[src/rtl/div_sched_ctrl.sv]
// Programmable clock-enable scheduler: one period counter drives a per-period enable pulse
// and a registered divided clock. Ratio changes and stops take effect only at period boundaries.
module div_sched_ctrl #(
  parameter int unsigned CNT_W   = 8,
  parameter int unsigned DEF_DIV = 8
) (
  input  logic             clk,
  input  logic             rst_n,
  input  logic             enable_i,
  input  logic             div_req_i,
  input  logic [CNT_W-1:0] div_val_i,
  output logic             div_ack_o,
  output logic             div_err_o,
  output logic             busy_o,
  output logic [CNT_W-1:0] cur_div_o,
  output logic             clk_en_o,
  output logic             div_clk_o
);

  localparam logic [CNT_W-1:0] DefDiv = CNT_W'(DEF_DIV);
  localparam logic [CNT_W-1:0] MinDiv = CNT_W'(2);

  typedef enum logic [1:0] {
    StIdle,
    StRun,
    StStop
  } state_e;

  state_e           state_q, state_d;
  logic [CNT_W-1:0] cnt_q, cnt_d;
  logic [CNT_W-1:0] cur_div_q, cur_div_d;
  logic [CNT_W-1:0] pend_q, pend_d;
  logic             busy_q, busy_d;
  logic             clk_en_q, clk_en_d;
  logic             div_clk_q, div_clk_d;
  logic             ack_q, ack_d;
  logic             err_q, err_d;

  logic             wrap;
  logic             adopt;
  logic             running_d;
  logic [CNT_W-1:0] cnt_inc;

  always_comb begin
    wrap    = (state_q != StIdle) && (cnt_q == cur_div_q - CNT_W'(1));
    cnt_inc = cnt_q + CNT_W'(1);
    adopt   = busy_q && ((state_q == StIdle) || wrap);

    state_d   = state_q;
    cnt_d     = cnt_q;
    cur_div_d = cur_div_q;
    pend_d    = pend_q;
    busy_d    = busy_q;
    ack_d     = 1'b0;
    err_d     = 1'b0;

    unique case (state_q)
      StIdle: begin
        cnt_d = '0;
        if (enable_i) begin
          state_d = StRun;
        end
      end
      StRun: begin
        cnt_d = wrap ? '0 : cnt_inc;
        // Disable seen on the wrap edge ends the period right here.
        if (!enable_i) begin
          state_d = wrap ? StIdle : StStop;
        end
      end
      StStop: begin
        cnt_d = wrap ? '0 : cnt_inc;
        if (enable_i) begin
          state_d = StRun;
        end else if (wrap) begin
          state_d = StIdle;
        end
      end
      default: begin
        state_d = StIdle;
        cnt_d   = '0;
      end
    endcase

    // Adoption only happens with busy_q set, so it never races a fresh accept.
    if (adopt) begin
      cur_div_d = pend_q;
      busy_d    = 1'b0;
      ack_d     = 1'b1;
    end else if (div_req_i && !busy_q) begin
      if (div_val_i < MinDiv) begin
        err_d = 1'b1;
      end else begin
        pend_d = div_val_i;
        busy_d = 1'b1;
      end
    end

    running_d = (state_d != StIdle);
    clk_en_d  = running_d && (cnt_d == '0);
    div_clk_d = running_d && (cnt_d < (cur_div_d >> 1));
  end

  always_ff @(posedge clk or negedge rst_n) begin
    if (!rst_n) begin
      state_q   <= StIdle;
      cnt_q     <= '0;
      cur_div_q <= DefDiv;
      pend_q    <= DefDiv;
      busy_q    <= 1'b0;
      clk_en_q  <= 1'b0;
      div_clk_q <= 1'b0;
      ack_q     <= 1'b0;
      err_q     <= 1'b0;
    end else begin
      state_q   <= state_d;
      cnt_q     <= cnt_d;
      cur_div_q <= cur_div_d;
      pend_q    <= pend_d;
      busy_q    <= busy_d;
      clk_en_q  <= clk_en_d;
      div_clk_q <= div_clk_d;
      ack_q     <= ack_d;
      err_q     <= err_d;
    end
  end

  assign div_ack_o = ack_q;
  assign div_err_o = err_q;
  assign busy_o    = busy_q;
  assign cur_div_o = cur_div_q;
  assign clk_en_o  = clk_en_q;
  assign div_clk_o = div_clk_q;

endmodule

[config.mk]
export PLATFORM = sky130hd
export DESIGN_NAME = div_sched_ctrl
export DESIGN_NICKNAME = d
export VERILOG_FILES = /design/src/rtl/div_sched_ctrl.sv
export SDC_FILE = /design/constraint.sdc
export NUM_CORES = 1
export LEC_CHECK = 0
export BUFFER_PORTS_ARGS = -buffer_cell sky130_fd_sc_hd__buf_4
export CORE_MARGIN = 5
export CORE_UTILIZATION = 51
export CTS_CLUSTER_DIAMETER = 80
export DETAILED_ROUTE_END_ITERATION = 8
export PLACE_DENSITY = 0.74
export SLEW_MARGIN = 20
export SYNTH_ARGS = -nofsm -noshare
export SYNTH_HDL_FRONTEND = slang
export SYNTH_SLANG_ARGS = --single-unit
[constraint.sdc]
create_clock -name clk -period 4.9 [get_ports clk]
set_input_delay 0.245 -clock clk [delete_from_list [all_inputs] [get_ports clk]]
set_output_delay 0.245 -clock clk [all_outputs]
set_load 0.05 [all_outputs]
# Yosys cells after proc, flatten, opt, wreduce, memory -nomap -nowiden
# Index checks and enable logic that the tools add are counted.
# totals
register_bits	31
output_inout_bits	13
inputBits	12
word_cells	51
# op_classes
n_lt_le_gt_ge	2
bitwise	2
n_mux	16
eq_ne	4
addsub	2
n_reduce_logical	15
# ops
cell	count
$mux 8	3
$mux 2	5
$add 8x1->8 const B	1
$eq 8x8->1	1
$logic_not 8->1	1
$lt 8x2->1 const B	1
$lt 8x7->1	1
$sub 8x1->8 const B	1
$mux 1	7
$pmux 2 s3	1
$reduce_bool 2->1	3
$logic_and 1x1->1	5
$reduce_and 3->1	1
$eq 2x1->1 const B	1
$eq 2x2->1 const B	1
$logic_not 2->1	1
$ne 2x2->1 const B	1
$not 1->1	2
$reduce_and 2->1	1
$reduce_or 2->1	1
$logic_not 1->1	1
$logic_or 1x1->1	1

# Logic depth before layout (Yosys ltp)
# Gate-level depths: netlist (run 1).
# logic_depth
word_depth	8
ltp_mapped	17

# Worst setup path after synthesis (run 1)
# Ideal clock, no wire load.
# synth_path
path_kind	register to register
from	reg cur_div_q[1], in the netlist cur_div_o[1]
to	reg div_clk_q, in the netlist div_clk_o
stages_incl_launch_ff	17
t_arrival_ps	3607
required_ps	4813
setup_time_ps	87
synth_period_minus_slack_ps	3694
path_slack_ps	1206
path_cell_list	dfrtp_1 > inv_1 > ha_1 > or3b_1 > nor3_2 > xnor2_1 > a2111oi_4 > o21ai_2 > mux2i_1 > ha_1 > a21o_1 > a21oi_1 > nor2b_1 > o21ai_0 > nand2_1 > a221o_1 > a211oi_2
# synth_via
elab_chain_cells	8
elab_cells_between_ends	16
classes_between	add/sub: 1; order compare: 1; eq/ne: 1; mux: 8; reduce/logical: 5
# synth_rtl
element	line_no	text
start, declared	31	logic [CNT_W-1:0] cur_div_q, cur_div_d;
start signal, assigned	108	cur_div_q <= DefDiv;
start signal, assigned	118	cur_div_q <= cur_div_d;
$sub 8x1->8	45	wrap = (state_q != StIdle) && (cnt_q == cur_div_q - CNT_W'(1));
$eq 8x8->1	45	
$logic_and 1x1->1	45	
$logic_or 1x1->1 (tied with other cells)	47	adopt = busy_q && ((state_q == StIdle) || wrap);
$logic_and 1x1->1 (tied with other cells)	47	
$mux 8 / $pmux 2 s3 (equally long branches)	86, 57	
$lt 8x7->1 / $reduce_bool 2->1 (equally long branches)	101, 99	
$logic_and 1x1->1 (*)	101	div_clk_d = running_d && (cnt_d < (cur_div_d >> 1));
via div_clk_d	35	logic div_clk_q, div_clk_d;
end signal, assigned	122	div_clk_q <= div_clk_d;
end, declared	35	
# Mark *: on every way through the listed nets, which the timed path passes. The rest lies on a longest branch.
# A chain may end at the register's enable or synchronous reset.

# Worst setup path after layout (run 1)
# layout_path
from	reg cur_div_q[0], in the netlist cur_div_o[0]
to	reg div_clk_q, in the netlist div_clk_o
# layout_via
elab_cells_between_ends	16
classes_between	add/sub: 1; order compare: 1; eq/ne: 1; mux: 8; reduce/logical: 5
# layout_rtl
element	line_no	text
$sub 8x1->8	45	
$eq 8x8->1	45	
$logic_and 1x1->1	45	
$mux 8	65, 72	
$mux 8	-	
via cnt_d[3]	30	logic [CNT_W-1:0] cnt_q, cnt_d;
$lt 8x7->1	101	
$logic_and 1x1->1	101	
via div_clk_d	35	
# The timed path passes the listed nets, and every way through them passes these cells.

==> results.sh, run 1 <==
export IMPL_status="completed"
export IMPL_synthToLayoutAreaGrowth_pct=16.7
export IMPL_vias=1389
export IMPL_synth_warnings=0
export IMPL_drv_cap=0
export IMPL_min_path_type="input port to register"
export IMPL_io_pins=25
export IMPL_synth_edff_count=0
export IMPL_setup_violations=0
export IMPL_crit_type="register to register"
export IMPL_drv_slew=0
export IMPL_die_w_um=70.0
export IMPL_path_max_fanout=9
export IMPL_tns_ns=0
export IMPL_cts_tree="built"
export IMPL_holdWs_ns=0.140
export IMPL_worstHoldStart="div_val_i[7]"
export IMPL_worstReg2RegStart="cur_div_o[0]"
export IMPL_cts_buffers=5
export IMPL_grt_pass1_vias=1453
export IMPL_htreeDepth=2
export IMPL_die_area_sq_mm=0.00490
export IMPL_pwr_share_seq_pct=32.2
export IMPL_synth_top_cell_area_share_pct=39.5
export IMPL_ys_top_cells_by_area="dfrtp_1 39%, ha_1 8.2%, mux2_2 5.5%"
export IMPL_r2r_end="div_clk_o"
export IMPL_worstRegToRegCells=14
export IMPL_pwr_share_comb_pct=53.8
export IMPL_synth_avg_cell_area_sq_um=10.1
export IMPL_ant_nets=0
export IMPL_wirelength_um=3930
export IMPL_clkTransAtPathRegs_ns=0.10
export IMPL_drc=0
export IMPL_slew_headroom_pct=47.2
export IMPL_final_hold_viol_count=0
export IMPL_end_kind="register"
export IMPL_wl_per_cell_um=15.4
export IMPL_power_internal_mw=0.802
export IMPL_fin_area_sq_mm=0.00214
export IMPL_max_freq_ghz=0.259
export IMPL_skew_ns=0.00824
export IMPL_netSwitchingFraction_pct=46.5
export IMPL_p_per_area_mw_per_mm2=699
export IMPL_async_flop_share_pct=100
export IMPL_syn_nets=206
export IMPL_cts_path_max_buffers=2
export IMPL_yosysTopAreaCell="dfrtp_1"
export IMPL_std_cell_rows=21
export IMPL_clockRootBuffer="clkbuf_4"
export IMPL_ctsResizeCount=0
export IMPL_clk_latency_ns=0.34
export IMPL_arrival_ns=4.12
export IMPL_power_share_clock_pct=14.0
export IMPL_antenna_cells=0
export IMPL_drt_initial_drc_count=80
export IMPL_cp_start_kind="register"
export IMPL_die_h_um=70.0
export IMPL_gp_congestion=0.909
export IMPL_grt_overflow=0
export IMPL_vias_per_cell=5.43
export IMPL_period_needed_ns=3.87
export IMPL_hpwlAfterDp_um=3090
export IMPL_ys_top_cells_by_count="29 x dfrtp_1, 21 x nor2_1, 16 x inv_1"
export IMPL_antenna_found_initial=0
export IMPL_yosysSeqAreaShare_pct=42.3
export IMPL_grt_usage_pct=17.8
export IMPL_synth_area_sq_mm=0.00184
export IMPL_core_area_sq_mm=0.00342
export IMPL_crit_required_ns=5.15
export IMPL_vdd_ir_drop_max_uv=388
export IMPL_hold_depth=2
export IMPL_min_period_over_period_pct=78.9
export IMPL_dr_pass1_iters=4
export IMPL_p_sw_mw=0.697
export IMPL_tightest_slew_ns=0.792
export IMPL_grt_first_pass_wirelength_um=6880
export IMPL_io_buffers=24
export IMPL_rsz0062_at_grt="false"
export IMPL_grt_max_degree=32
export IMPL_nNetsFinal=233
export IMPL_p_leak_nw=1.03
export IMPL_yosysMostFrequentCell="dfrtp_1"
export IMPL_synth_top_flop_cell="dfrtp_1"
export IMPL_start_util_pct=53.8
export IMPL_cts_num_sinks=31
export IMPL_reg2reg_slack_ns=1.03
export IMPL_hold_path_endpoint="pend_q[7]"
export IMPL_ys_types=44
export IMPL_synth_seq_cells=31
export IMPL_synthCells=182
export IMPL_post_dp_cell_area_sq_mm=0.00205
export IMPL_drive_gt1_share_pct=23.8
==> kinds of logic (layout without fill, tap and decap cells) <==
logic type      after synthesis  count (layout)  synth area share (%)
compound gates               28              28                  12.3
flops                        31              31                  42.3
fa+ha+maj                    12              12                  8.17
simple gates                 60              60                  16.5
xor+xnor                     15              15                  7.15
mux                          15              15                  8.78
buf+inv                      21              49                  4.76
==> what timing repair did <==
item / 4_1_cts / 5_1_grt
hold buffers: 1 / 0
setup buffers: 0 / 0
endpoints found under the hold margin: 29 / 0
==> per-stage QoR <==
step,util [%],total power [mW],setup WS [ns],std cells
6_report,62.8,1.50,1.03,256
5_1_grt,62.8,1.61,0.706,256
4_1_cts,62.8,1.51,1.07,256
3_5_place_dp,60.0,1.29,1.11,247
3_3_place_gp,60.0,1.26,1.26,247
2_1_floorplan,-,1.08,1.21,182
==> metal layers <==
metal / wire (um) / up-vias / GRT usage (%)
met4: 64 / 0 / 7.02
met1: 1760 / 661 / 22.1
met2: 1920 / 34 / 29.3
met5: 0 / - / 0
li1: - / 689 / -
met3: 187 / 5 / 5.02
==> layout make-up <==
type                       count  area [sq um]
tap                           46          57.6
fill                         294          1270
timing repair buffer          25           190
clock inverter                 2          35.0
clock buffer                   6          51.3
inverter                      16          60.1
sequential                    31           778
multi-input combinational    130           972
==> power groups by stage <==
| stage | Combinational (mW) | Clock, mW | Sequential, mW |
|---|---|---|---|
| CTS | 0.811 | 0.214 | 0.481 |
| detailed placement | 0.804 | 0 | 0.487 |
| floorplan | 0.461 | 0 | 0.621 |
| finish | 0.806 | 0.211 | 0.482 |
| global placement | 0.784 | 0 | 0.479 |
| global route | 0.885 | 0.228 | 0.499 |
==> worst max-delay path by stage <==
| stage | from | endpoint | slack, ns | depth (start not counted) |
|---|---|---|---|---|
| 6_report | cur_div_o[0] | div_clk_o | 1.03 | 14 |
| 5_1_grt | cur_div_o[0] | div_clk_o | 0.71 | 14 |
| 4_1_cts | cur_div_o[1] | div_clk_o | 1.07 | 16 |
| 3_5_place_dp | cur_div_o[0] | div_clk_o | 1.11 | 16 |
| 3_3_place_gp | cur_div_o[0] | div_clk_o | 1.26 | 16 |
| 2_1_floorplan | cur_div_o[1] | div_clk_o | 1.21 | 16 |
==> flip-flops by register name, summed over array words and instances (netlist names) <==
signal	cells
cnt_q	8
div_err_o	1
busy_o	1
div_ack_o	1
cur_div_o	8
state_q	2
div_clk_o	1
pend_q	8
clk_en_o	1
==> worst max-delay path, stage by stage (launching register included) <==
cell and delay, ns:
dfrtp_1 0.46, nor4_1 0.49, o2111ai_1 0.19, and2_1 0.23
a2111oi_4 0.59, a21bo_1 0.36, nor2_1 0.12, ha_1 0.32
a21o_1 0.18, a21oi_1 0.14, nor2b_1 0.06, o21ai_0 0.14
nand2_1 0.06, a221o_1 0.27, a211oi_2 0.16
==> placed cells by master (no fill, tap or decap), types with 3 or more instances in the layout <==
cell type	synthesis	final
mux2i_1	6	6
nor3_1	4	4
a21o_1	3	3
mux2_2	9	9
nor2_1	21	21
xor2_1	5	5
ha_1	12	12
nor4_1	3	3
nand2_1	9	9
dfrtp_1	29	29
clkbuf_4	0	5
and2_1	3	3
nand3_1	7	7
xnor2_1	10	10
a21oi_1	8	8
inv_1	16	16
buf_4	0	24
Power figures use the tool's default switching activity.
==> run 2, diff against run 1 <==
--- a/config.mk
+++ b/config.mk
@@ -10,7 +10,7 @@
 export CORE_UTILIZATION = 51
 export CTS_CLUSTER_DIAMETER = 80
 export DETAILED_ROUTE_END_ITERATION = 8
-export PLACE_DENSITY = 0.74
+export PLACE_DENSITY = 0.77
 export SLEW_MARGIN = 20
 export SYNTH_ARGS = -nofsm -noshare
 export SYNTH_HDL_FRONTEND = slang
==> constraint.sdc (replaced) <==
create_clock -name clk -period 3.4 [get_ports clk]
set_input_delay 0.17 -clock clk [delete_from_list [all_inputs] [get_ports clk]]
set_output_delay 0.17 -clock clk [all_outputs]
set_load 0.05 [all_outputs]
==> run 2 against run 1 <==
Effect of this change:
- the flow now finishes with violations (setup timing)
- routed wire length rose by 15%
- sequential share of layout area fell by 1.9 points
- clock skew increased by 0.0061 ns
- critical path depth unchanged
- first-iteration DRC count increased by 54%
- largest cell class unchanged
==> results.sh, run 2 (synthesis gave the netlist of run 1 again) <==
export IMPL_cp_start_kind="register"
export IMPL_htreeDepth=2
export IMPL_drv_cap=0
export IMPL_pwr_share_comb_pct=58.8
export IMPL_clockRootBuffer="clkbuf_4"
export IMPL_crit_path_cell_trace="nor4_2 -> o2111ai_1 -> and2_1 -> a2111oi_4 -> o21ai_4 -> mux2i_2 -> ha_1 -> a21o_1 -> a21oi_1 -> nor2b_1 -> o21ai_1 -> nand2_1 -> a221o_1 -> a211oi_2"
export IMPL_die_w_um=70.0
export IMPL_tightest_slew_ns=0.848
export IMPL_path_max_fanout=4
export IMPL_start_util_pct=53.8
export IMPL_gp_congestion=0.824
export IMPL_wl_per_cell_um=17.0
export IMPL_clkTransAtPathRegs_ns=0.11
export IMPL_rsz0062_at_grt="true"
export IMPL_nNetsFinal=243
export IMPL_netSwitchingFraction_pct=47.6
export IMPL_grt_overflow=0
export IMPL_post_place_ws_ns=-0.0925
export IMPL_ant_nets=0
export IMPL_vias=1523
export IMPL_vdd_ir_drop_max_uv=495
export IMPL_crit_type="register to register"
export IMPL_synthToLayoutAreaGrowth_pct=23.3
export IMPL_setup_violations=1
export IMPL_cpPeakStageDelay_ns=0.48
export IMPL_die_h_um=70.0
export IMPL_antenna_found_initial=0
export IMPL_crit_required_ns=3.66
export IMPL_cts_num_sinks=31
export IMPL_period_needed_ns=3.42
export IMPL_final_common_cell="buf_4"
export IMPL_drc=0
export IMPL_grt_first_pass_wirelength_um=7470
export IMPL_drive_gt1_share_pct=32.3
export IMPL_min_path_type="input port to register"
export IMPL_fin_total_pwr_mw=2.33
export IMPL_final_cell_mix="34 x buf_4, 27 x dfrtp_1, 20 x nor2_1"
export IMPL_drv_slew=0
export IMPL_io_buffers=24
export IMPL_cts_path_max_buffers=2
export IMPL_vias_per_cell=5.73
export IMPL_dr_pass1_iters=4
export IMPL_arrival_ns=3.69
export IMPL_hpwlAfterDp_um=3440
export IMPL_core_area_sq_mm=0.00342
export IMPL_p_sw_mw=1.11
export IMPL_max_freq_ghz=0.292
export IMPL_grt_usage_pct=19.3
export IMPL_finish_utilization_pct=66.4
export IMPL_skew_ns=0.0143
export IMPL_grt_max_degree=32
export IMPL_pwr_share_seq_pct=30.3
export IMPL_worst_slack_ns=-0.0249
export IMPL_cts_buffers=5
export IMPL_p_per_area_mw_per_mm2=1030
export IMPL_grt_pass1_vias=1545
export IMPL_violations="setup timing"
export IMPL_std_cell_rows=21
export IMPL_power_internal_mw=1.22
export IMPL_drt_initial_drc_count=123
export IMPL_end_kind="register"
export IMPL_slew_headroom_pct=43.4
export IMPL_die_area_sq_mm=0.00490
export IMPL_wirelength_um=4530
export IMPL_min_period_over_period_pct=101
export IMPL_final_hold_viol_count=0
export IMPL_p_leak_nw=1.07
export IMPL_critPathSlowestCell="a2111oi_4"
export IMPL_antenna_cells=0
export IMPL_status="complete, but fails checks"
export IMPL_power_share_clock_pct=10.8
export IMPL_io_pins=25
export IMPL_cts_tree="built"
export IMPL_clk_latency_ns=0.34
-- run 2: worst paths after layout --
path / from / end / slack, ns / cells after the start
setup / recovery: cur_div_o[1] / div_clk_o / -0.02 / 14
hold / removal: div_val_i[0] / pend_q[0] / 0.06 / 2
setup reg to reg: cur_div_o[1] / div_clk_o / -0.02 / 14
hold reg to reg: pend_q[6] / pend_q[6] / 0.53 / 1
max in group asynchronous: rst_n / cur_div_o[3] / 2.77 / 2
min in group asynchronous: rst_n / cnt_q[0] / 0.28 / 2
-- run 2: per-stage QoR --
stage | area [sq um] | std cells | hold slack (ns) | TNS, ns
6_report | 2270 | 266 | 0.0629 | -0.0249
4_1_cts | 2190 | 262 | 0.0632 | -0.0930
3_5_place_dp | 2100 | 253 | 0.129 | -0.0925
3_3_place_gp | 2100 | 253 | 0.122 | 0
2_1_floorplan | 1850 | 182 | -0.126 | -0.119
5_1_grt | 2270 | 266 | 0.0676 | -0.176
-- run 2: cell type report --
cell class | count | area [sq um]
well taps | 46 | 57.6
multi-input cells | 130 | 1030
fillers | 279 | 1150
clock buffers | 8 | 68.8
flip-flops and latches | 31 | 781
inverters | 16 | 60.1
repair buffers | 35 | 265
-- run 2: worst max-delay path, delay by kind of cell, from the launching register on --
kind            cells  cell delay, ns
mux                 1            0.23
simple gates        4            0.73
flops               1            0.45
fa+ha+maj           1            0.27
compound gates      8            1.66
-- run 2: power by group through the flow --
| stage | logic, mW | registers (mW) | clock network (mW) |
|---|---|---|---|
| finish | 1.37 | 0.706 | 0.252 |
| detailed placement | 1.26 | 0.695 | 0 |
| CTS | 1.27 | 0.691 | 0.255 |
| floorplan | 0.672 | 0.899 | 0 |
| global route | 1.48 | 0.725 | 0.269 |
| global placement | 1.20 | 0.685 | 0 |
-- run 2: metal layers --
layer,global-route usage [%],part of all wire (%)
met5,0,0
met4,7.87,1.7
met3,5.16,5.3
met2,31.4,50
met1,24.2,43
-- run 2: repair_timing --
item,4_1_cts,5_1_grt
endpoints found under the hold margin,29,0
hold buffers,1,0
setup endpoints to repair,1,1
gates resized for setup,3,11
pin swaps,0,3
setup buffers,0,4
==> run 3, diff against run 2 <==
--- a/config.mk
+++ b/config.mk
@@ -5,6 +5,7 @@
 export SDC_FILE = /design/constraint.sdc
 export NUM_CORES = 1
 export LEC_CHECK = 0
+export ABC_AREA = 1
 export BUFFER_PORTS_ARGS = -buffer_cell sky130_fd_sc_hd__buf_4
 export CORE_MARGIN = 5
 export CORE_UTILIZATION = 51
==> run 3 against run 2 <==
Effect of this change:
- the flow now finishes without violations
- count of clock-buffer cells in the layout stayed put
- register-to-register slack better by 0.66 ns
- non-clock buffer count down 10
- die area grew 2.1%
- setup slack improved by 0.66 ns
- critical path type unchanged
- critical endpoint unchanged
- highest routed layer unchanged
==> results.sh, run 3 <==
export IMPL_skew_ns=0.00438
export IMPL_hold_depth=3
export IMPL_synth_top_cell_area_share_pct=38.6
export IMPL_setup_violations=0
export IMPL_die_area_sq_mm=0.00500
export IMPL_cts_num_sinks=31
export IMPL_clkTransAtPathRegs_ns=0.06
export IMPL_status="completed"
export IMPL_io_pins=25
export IMPL_synth_avg_cell_area_sq_um=8.08
export IMPL_worstRegToRegCells=20
export IMPL_die_h_um=70.7
export IMPL_arrival_ns=2.97
export IMPL_drv_slew=0
export IMPL_vias=1557
export IMPL_hpwlAfterDp_um=3300
export IMPL_cts_buffers=5
export IMPL_crit_type="register to register"
export IMPL_synth_area_sq_mm=0.00188
export IMPL_clk_latency_ns=0.28
export IMPL_io_buffers=24
export IMPL_yosysTopAreaCell="dfrtp_1"
export IMPL_path_max_fanout=16
export IMPL_grt_max_degree=32
export IMPL_ys_top_cells_by_count="49 x nand2_1, 36 x inv_1, 29 x dfrtp_1"
export IMPL_grt_first_pass_wirelength_um=7270
export IMPL_final_common_cell="nand2_1"
export IMPL_crit_required_ns=3.61
export IMPL_std_cell_rows=22
export IMPL_antenna_found_initial=0
export IMPL_ctsResizeCount=0
export IMPL_yosysSeqAreaShare_pct=41.4
export IMPL_wl_per_cell_um=13.1
export IMPL_vias_per_cell=4.99
export IMPL_wirelength_um=4070
export IMPL_dr_pass1_iters=4
export IMPL_min_period_over_period_pct=81.2
export IMPL_core_area_sq_mm=0.00361
export IMPL_cp_start_kind="register"
export IMPL_p_leak_nw=1.17
export IMPL_period_needed_ns=2.76
export IMPL_htreeDepth=2
export IMPL_ys_types=31
export IMPL_p_per_area_mw_per_mm2=986
export IMPL_max_freq_ghz=0.362
export IMPL_die_w_um=70.7
export IMPL_fillerInstances=327
export IMPL_rsz0062_at_grt="false"
export IMPL_tightest_slew_ns=0.465
export IMPL_synth_seq_cells=31
export IMPL_drv_cap=0
export IMPL_end_kind="register"
export IMPL_ant_nets=0
export IMPL_final_hold_viol_count=0
export IMPL_clockRootBuffer="clkbuf_8"
export IMPL_start_util_pct=52.2
export IMPL_async_flop_share_pct=100
export IMPL_nNetsFinal=287
export IMPL_drive_gt1_share_pct=22.7
export IMPL_grt_pass1_vias=1607
export IMPL_final_cell_mix="49 x nand2_1, 36 x inv_1, 29 x dfrtp_1"
export IMPL_grt_overflow=0
export IMPL_synth_edff_count=0
export IMPL_grt_usage_pct=18.6
export IMPL_synthToLayoutAreaGrowth_pct=18.2
export IMPL_antenna_cells=0
export IMPL_min_path_type="input port to register"
export IMPL_yosysMostFrequentCell="nand2_1"
export IMPL_drc=0
export IMPL_drt_initial_drc_count=108
export IMPL_cts_path_max_buffers=2
export IMPL_syn_nets=257
export IMPL_tns_ns=0
export IMPL_synthCells=233
export IMPL_slew_headroom_pct=68.9
export IMPL_reg2reg_slack_ns=0.64
export IMPL_synth_warnings=0
export IMPL_fin_total_pwr_mw=2.19
export IMPL_gp_congestion=0.938
export IMPL_vdd_ir_drop_max_uv=538
export IMPL_synth_top_flop_cell="dfrtp_1"
export IMPL_cts_tree="built"
export IMPL_ys_top_cells_by_area="dfrtp_1 39%, nand2_1 9.8%, ha_1 8.0%"
==> run 3: changes by cell type after synthesis, sizes merged, moves of 3 or more <==
cell / change
or2: +3
mux2: -5
nand3: +13
mux2i: -6
o21ai: +10
a21o: -3
xnor2: -9
nand4: +6
xor2: +3
nand2: +44
inv: +28
nor2: -5
nand3b: +4
==> run 3: stage by stage <==
| step | instance area [sq um] | hold WS [ns] | setup WS (ns) | std cells | utilization [%] |
|---|---|---|---|---|---|
| 2_1_floorplan | 1880 | -0.126 | 0.493 | 233 | - |
| 3_3_place_gp | 2110 | 0.114 | 0.798 | 303 | 58.6 |
| 3_5_place_dp | 2110 | 0.121 | 0.675 | 303 | 58.6 |
| 4_1_cts | 2220 | 0.117 | 0.650 | 312 | 61.7 |
| 5_1_grt | 2220 | 0.119 | 0.253 | 312 | 61.7 |
| 6_report | 2220 | 0.126 | 0.639 | 312 | 61.7 |
==> run 3: cell type report <==
type / count / area, sq um / share of cell area (%)
clock buffer: 8 / 100 / 4.50
inverter: 45 / 169 / 7.60
multi-input combinational: 155 / 926 / 41.6
sequential: 31 / 778 / 35.0
tap: 48 / 60.1 / 2.70
timing repair buffer: 25 / 190 / 8.55
==> run 3: cells by family after synthesis <==
group / synth area share (%)
flip-flops: 41.4
adder cells (fa/ha/maj): 7.98
multiplexers: 2.39
AND/OR/NAND/NOR: 28.8
buffers and inverters: 9.44
XOR/XNOR: 4.19
AO/OA/AOI/OAI: 5.85
==> run 3: final timing paths <==
kind                         startpoint   endpoint
max                        cur_div_o[0]  div_clk_o
min                           div_req_i  div_err_o
min in group asynchronous         rst_n  div_clk_o
max reg2reg                cur_div_o[0]  div_clk_o
max in group asynchronous         rst_n  pend_q[3]
min reg2reg                   pend_q[3]  pend_q[3]
==> run 3: metal layers <==
layer	wire, um	track usage (%)
met5	0	0
met4	71	7.31
met3	210	4.97
met2	2020	32.2
met1	1770	21.7
==> run 3: repair_timing <==
item | CTS | global route
hold buffers | 1 | 0
endpoints found under the hold margin | 29 | 0
buffers inserted | 0 | 0
==> run 3: worst max-delay path, cell delays in order, from the launching register on <==
cell and delay, ns:
dfrtp_1 0.44, inv_2 0.10, ha_1 0.26, inv_1 0.06, nand2_1 0.08, nand2_1 0.05, nand2_1 0.05, nand2_1 0.06
nor2_2 0.08, nand3_2 0.08, nor2_4 0.14, nand2_1 0.07, nand2_2 0.09, nand2_4 0.13, o21ai_1 0.24, ha_1 0.29
a21oi_1 0.16, o211ai_1 0.10, inv_1 0.06, nand2_1 0.04, a21oi_1 0.10
==> run 3: power breakdown <==
group          internal (mW)  switching (mW)  leakage [nW]  total (mW)
Clock                  0.184           0.132        0.0515       0.316
Combinational          0.405           0.808         0.742        1.21
Sequential             0.522           0.141         0.380       0.663
Total                   1.11            1.08          1.17        2.19
